--- config.mk ---
export PLATFORM = sky130hd
export DESIGN_NAME = interval_timer_arbiter
export DESIGN_NICKNAME = d
export VERILOG_FILES = /design/src/rtl/interval_timer_pkg.sv /design/src/rtl/interval_counter.sv /design/src/rtl/interval_timer_arbiter.sv
export SDC_FILE = /design/constraint.sdc
export NUM_CORES = 1
export LEC_CHECK = 0
export CAP_MARGIN = 30
export CORE_UTILIZATION = 40
export CTS_BUF_LIST = sky130_fd_sc_hd__clkbuf_2 sky130_fd_sc_hd__clkbuf_4 sky130_fd_sc_hd__clkbuf_8
export DETAILED_ROUTE_END_ITERATION = 8
export GPL_TIMING_DRIVEN = 0
export PLACE_DENSITY_LB_ADDON = 0.15
export REMOVE_ABC_BUFFERS = 1
export SLEW_MARGIN = 25
export SYNTH_ARGS = -nofsm -noshare
export SYNTH_HDL_FRONTEND = slang
export SYNTH_SLANG_ARGS = --single-unit
export TNS_END_PERCENT = 5
--- constraint.sdc ---
create_clock -name clk -period 3.95 [get_ports clk]
set_input_delay 0.9875 -clock clk [delete_from_list [all_inputs] [get_ports clk]]
set_output_delay 0.9875 -clock clk [all_outputs]
set_load 0.05 [all_outputs]
--- src/rtl/interval_timer_pkg.sv ---
// Shared types and helpers for the interval timer arbiter: FSM states,
// default width and the round-robin winner pick.
package interval_timer_pkg;

    localparam int WIDTH_DEFAULT = 8;
    localparam int MAX_REQ       = 8;

    typedef enum logic [1:0] {
        IDLE = 2'd0,
        RUN  = 2'd1,
        DONE = 2'd2
    } state_t;

    typedef struct packed {
        logic       valid;
        logic [2:0] idx;
    } pick_t;

    // Scans ptr+1, ptr+2, ... mod nreq; iterating the offsets downwards lets
    // the lowest offset with a request win by being assigned last.
    function automatic pick_t rr_pick(input logic [MAX_REQ-1:0] req,
                                      input logic [2:0]         ptr,
                                      input int                 nreq);
        pick_t p;
        int    idx;
        p = '0;
        for (int k = MAX_REQ; k >= 1; k--) begin
            if (k <= nreq) begin
                idx = (int'(ptr) + k) % nreq;
                if (req[idx]) begin
                    p.valid = 1'b1;
                    p.idx   = 3'(idx);
                end
            end
        end
        return p;
    endfunction

endpackage

--- src/rtl/interval_counter.sv ---
// Shared free-running interval up-counter with synchronous clear and enable;
// clear takes priority over enable.
module interval_counter #(
    parameter int WIDTH = 8
) (
    input  logic             clk,
    input  logic             reset,
    input  logic             clr,
    input  logic             en,
    output logic [WIDTH-1:0] count
);

    logic [WIDTH-1:0] count_q;
    logic [WIDTH-1:0] count_d;

    always_comb begin
        count_d = count_q;
        if (clr) begin
            count_d = '0;
        end else if (en) begin
            count_d = count_q + 1'b1;
        end
    end

    always_ff @(posedge clk or posedge reset) begin
        if (reset) begin
            count_q <= '0;
        end else begin
            count_q <= count_d;
        end
    end

    assign count = count_q;

endmodule

--- src/rtl/interval_timer_arbiter.sv ---
// Round-robin arbiter that lends the shared interval counter to one requester
// at a time, times its interval and pulses done on the terminal count.
module interval_timer_arbiter
    import interval_timer_pkg::*;
#(
    parameter int NREQ  = 4,
    parameter int WIDTH = WIDTH_DEFAULT
) (
    input  logic                    clk,
    input  logic                    reset,
    input  logic [NREQ-1:0]         req,
    input  logic [NREQ*WIDTH-1:0]   len,
    output logic [NREQ-1:0]         gnt,
    output logic [NREQ-1:0]         done,
    output logic                    busy,
    output logic [$clog2(NREQ)-1:0] owner,
    output logic [WIDTH-1:0]        count
);

    localparam int OW = $clog2(NREQ);

    // Handshake: req is a level held by the client until done, or dropped to
    // abandon; gnt is one-hot and registered, high for RUN plus the DONE cycle,
    // and done is a single-cycle pulse in that last granted cycle.
    state_t            state_q, state_d;
    logic [OW-1:0]     ptr_q, ptr_d;
    logic [OW-1:0]     owner_q, owner_d;
    logic [WIDTH-1:0]  len_q, len_d;
    logic [NREQ-1:0]   gnt_q, gnt_d;
    logic [NREQ-1:0]   done_q, done_d;
    logic              cnt_clr;
    logic              cnt_en;
    logic [MAX_REQ-1:0] req_ext;
    pick_t             pick;
    logic [NREQ-1:0]   one_hot_w;
    logic [WIDTH-1:0]  last_count;

    interval_counter #(.WIDTH(WIDTH)) u_counter (
        .clk   (clk),
        .reset (reset),
        .clr   (cnt_clr),
        .en    (cnt_en),
        .count (count)
    );

    always_comb begin
        req_ext           = '0;
        req_ext[NREQ-1:0] = req;
    end

    assign pick       = rr_pick(req_ext, 3'(ptr_q), NREQ);
    assign one_hot_w  = {{(NREQ-1){1'b0}}, 1'b1} << pick.idx;
    // len_q of zero wraps to all-ones here, giving a full 2^WIDTH interval.
    assign last_count = len_q - 1'b1;

    always_comb begin
        state_d = state_q;
        ptr_d   = ptr_q;
        owner_d = owner_q;
        len_d   = len_q;
        gnt_d   = gnt_q;
        done_d  = '0;
        cnt_clr = 1'b0;
        cnt_en  = 1'b0;
        case (state_q)
            IDLE: begin
                cnt_clr = 1'b1;
                if (pick.valid) begin
                    state_d = RUN;
                    owner_d = pick.idx[OW-1:0];
                    gnt_d   = one_hot_w;
                    len_d   = len[int'(pick.idx)*WIDTH +: WIDTH];
                end
            end
            RUN: begin
                if (!req[owner_q]) begin
                    state_d = IDLE;
                    ptr_d   = owner_q;
                    owner_d = '0;
                    gnt_d   = '0;
                    cnt_clr = 1'b1;
                end else if (count == last_count) begin
                    state_d = DONE;
                    done_d  = gnt_q;
                end else begin
                    cnt_en = 1'b1;
                end
            end
            DONE: begin
                state_d = IDLE;
                ptr_d   = owner_q;
                owner_d = '0;
                gnt_d   = '0;
                cnt_clr = 1'b1;
            end
            default: begin
                state_d = IDLE;
                owner_d = '0;
                gnt_d   = '0;
                cnt_clr = 1'b1;
            end
        endcase
    end

    always_ff @(posedge clk or posedge reset) begin
        if (reset) begin
            state_q <= IDLE;
            ptr_q   <= OW'(NREQ - 1);
            owner_q <= '0;
            len_q   <= '0;
            gnt_q   <= '0;
            done_q  <= '0;
        end else begin
            state_q <= state_d;
            ptr_q   <= ptr_d;
            owner_q <= owner_d;
            len_q   <= len_d;
            gnt_q   <= gnt_d;
            done_q  <= done_d;
        end
    end

    assign gnt   = gnt_q;
    assign done  = done_q;
    assign busy  = (state_q != IDLE);
    assign owner = owner_q;

endmodule

==> flow_summary.ini <==
[synth]
synthTopCellsByArea = dfrtp_1 (38%), mux2i_1 (9.3%), mux2_2 (6.8%)
ys_warn_count = 0
synth_async_sr_flop_share = 1.000
yosysSeqAreaShare = 0.4126
synth_top_area_share = 0.3838
netlist_instances = 187
yosysTopAreaCell = dfrtp_1
yosysUniqueCellTypes = 39
synth_area_mm2 = 0.001826
synth.ff_latch_count = 30
synth-edff-count = 0
synth_area_per_cell_um2 = 9.762
dominantRegCellSynth = dfrtp_1

[placement]
place_inst = 290
dpl_cell_area_mm2 = 0.002452
place_hpwl_um = 2862
port_buffers = 56
gp_congestion = 0.7509
dp_slack_ns = 0.7984

[cts]
clk_pin_slew_worst_paths_ns = 0.07
cts_root_buf = clkbuf_8
cts_made_buffers = 5
cts_resized = 0
htreeDepth = 2
cts_tree = built
cts_sinks = 30
clk_latency_ns = 0.29
holdBufCountCts = 0
post-cts-setup-buffers = 0
clockBufferDepth = 2

[die]
core_area_mm2 = 0.004384
fp.dieArea_mm2 = 0.004838
start_util = 0.4164
ioPinCount = 57
rows = 24
chipWidth_um = 69.56
dieHeight_um = 69.56

[setup_path]
crit_path_max_fanout = 10
arrival_ns = 3.04
worstPathCellList = clkdlybuf4s50_1 > mux4_2 > nand3b_1 > o21ai_0 > a22o_1
rr_startpoint = len_q[0]
crit_buf_inv = 1
end_kind = flop
crit_type = in2reg
critPathTopFamily = compound AO/OA/AOI/OAI gates
worstRegToRegCells = 9
cpMaxStageDelayCell = mux4_2
cp.required_ns = 4.13
slowest_delay_ns = 0.53
worst_setup_path_start_kind = primary input
r2r-end = u_counter.count[1]
r2r_setup_slack_ns = 1.27

[power_and_ir_drop]
p_switching_mw = 0.6738
p_leak_nw = 1.086
p_clk_frac = 0.201
seqPwrFrac = 0.312
intPower_mw = 0.9676
power_mw = 1.641
switching_share = 0.4105
pwr_density_cell_mw_per_mm2 = 638.1
p_comb_frac = 0.487
vdd_drop_max_mv = 0.2620

[sta]
max_freq_mhz = 349.1
rsz0062_at_grt = false
maxSlewHeadroom = 0.5197
fin_crit_ns = 2.864
hold_violations = 0
setup_violations = 0
fin_skew_ns = 0.004939
fin_tns_setup_ns = 0
report.final.slew_viol_count = 0
layout_setup_ws_ns = 1.086
fin_crit_sh = 0.7251
max_slew.worst_pin.slew_ns = 0.7130

[hold_path]
worstHoldStart = gnt[3]
min_path_type = reg2reg
hold_end = gnt[3]
whs_path_depth = 2

[run]
cap_viol_max_count = 0

[global_routing]
track_usage = 0.1824
grt_pass1_vias = 1554
antenna_found_initial = 0
grt_max_degree = 31
grt_pass1_wl_um = 7017
gr-total-overflow = 0

[route]
firstDrtPassIters = 4
wirelength_um = 3956
ant_nets = 0
via_count = 1547
wl_per_cell_um = 13.28
drcViolationCount = 0
via_per_inst = 5.191
drt_iter0_drc = 97

[cells_and_area]
final_common_cell = clkdlybuf4s50_1
area_delta_synth_final_pct = 40.92
nNetsFinal = 285
layout-drive-gt1-share = 0.1341
mostFrequentLayoutCells = clkdlybuf4s50_1 (56), dfrtp_1 (28), nand2_1 (18), o21ai_0 (18), mux2i_1 (17)
diodes = 0
fin_cells = 298
final_cell_area_mm2 = 0.002572
nFillCells = 395

[outcome]
status = completed
worst reg2reg max path, stage by stage, from the launching register on:
cell and delay (ns):
dfrtp_1 0.42, inv_1 0.08, ha_1 0.22, or3b_2 0.48
nor3_1 0.19, xnor2_1 0.14, a2111oi_4 0.52, buf_4 0.27
mux2i_1 0.19, nor2_1 0.05
cells by family after synthesis:
group                    count (synthesis)  share of synthesized area
AND/OR/NAND/NOR                         63                     0.1803
adder cells (fa/ha/maj)                  2                    0.01371
XOR/XNOR                                10                    0.04798
AO/OA/AOI/OAI                           39                     0.1337
buffers and inverters                   14                    0.03838
multiplexers                            29                     0.1734
flip-flops                              30                     0.4126
flip-flops by register name (all words and copies together), names as in the netlist:
signal and cells:
done 4, ptr_q 2, u_counter.count 8, gnt 4, len_q 8, owner 2
state_q 2
area by class of cell:
cell class	instances	area, µm²	share of cell area
Tap cell	52	65.06	0.02529
Sequential cell	30	753.2	0.2928
Multi-Input combinational cell	143	1032	0.4013
Clock inverter	1	30.03	0.01167
Clock buffer	7	90.09	0.03502
Timing Repair Buffer	58	575.6	0.2237
Inverter	7	26.28	0.01021
Yosys cell counts (2+ instances only):
cell type and instances:
a21oi_1 9, dfrtp_1 28, o21ai_1 2, buf_2 2, inv_1 7, nand3_1 7, o21ai_0 18, xor2_1 4
or3_1 6, and2_1 3, nand2_1 18, nor2_1 11, xnor2_1 6, and3_1 5, and3b_1 2, dfstp_2 2
mux2i_1 17, ha_1 2, nor3_1 3, a22oi_1 2, a22o_1 2, clkbuf_1 3, mux2_2 11, nor2b_1 2
routing by layer:
layer / global-route usage / share of wire / up-vias
met5: 0 / 0 / -
met4: 0.06803 / 0.015 / 0
met3: 0.04360 / 0.043 / 5
met2: 0.2794 / 0.44 / 46
met1: 0.2500 / 0.50 / 707
li1: - / - / 789
worst max path at each step:
stage                     depth (start not counted)   start  slack, ns  endpoint
after floorplan                                   6  req[0]       0.90  len_q[0]
after global placement                            7  req[0]      -0.07  len_q[1]
after detailed placement                          5  req[3]       0.80    gnt[0]
after CTS                                         5  req[3]       1.10    gnt[1]
after global routing                              5  req[0]       0.95    gnt[1]
final                                             5  req[3]       1.09    gnt[0]
power groups by stage:
stage                     sequential, mW  combinational [mW]  clock [mW]
after floorplan                    0.602               0.466           0
after global placement             0.516               0.769           0
after detailed placement           0.517               0.802           0
after CTS                          0.511               0.809       0.337
after global routing               0.528               0.881       0.349
final                              0.512               0.799       0.330
metrics by stage:
stage	hold WS [ns]	util
2_1_floorplan	0.4702	-
3_3_place_gp	0.4915	0.5491
3_5_place_dp	0.4869	0.5594
4_1_cts	0.5019	0.5868
5_1_grt	0.5343	0.5868
6_report	0.4979	0.5868
Power figures use the tool's default switching activity.
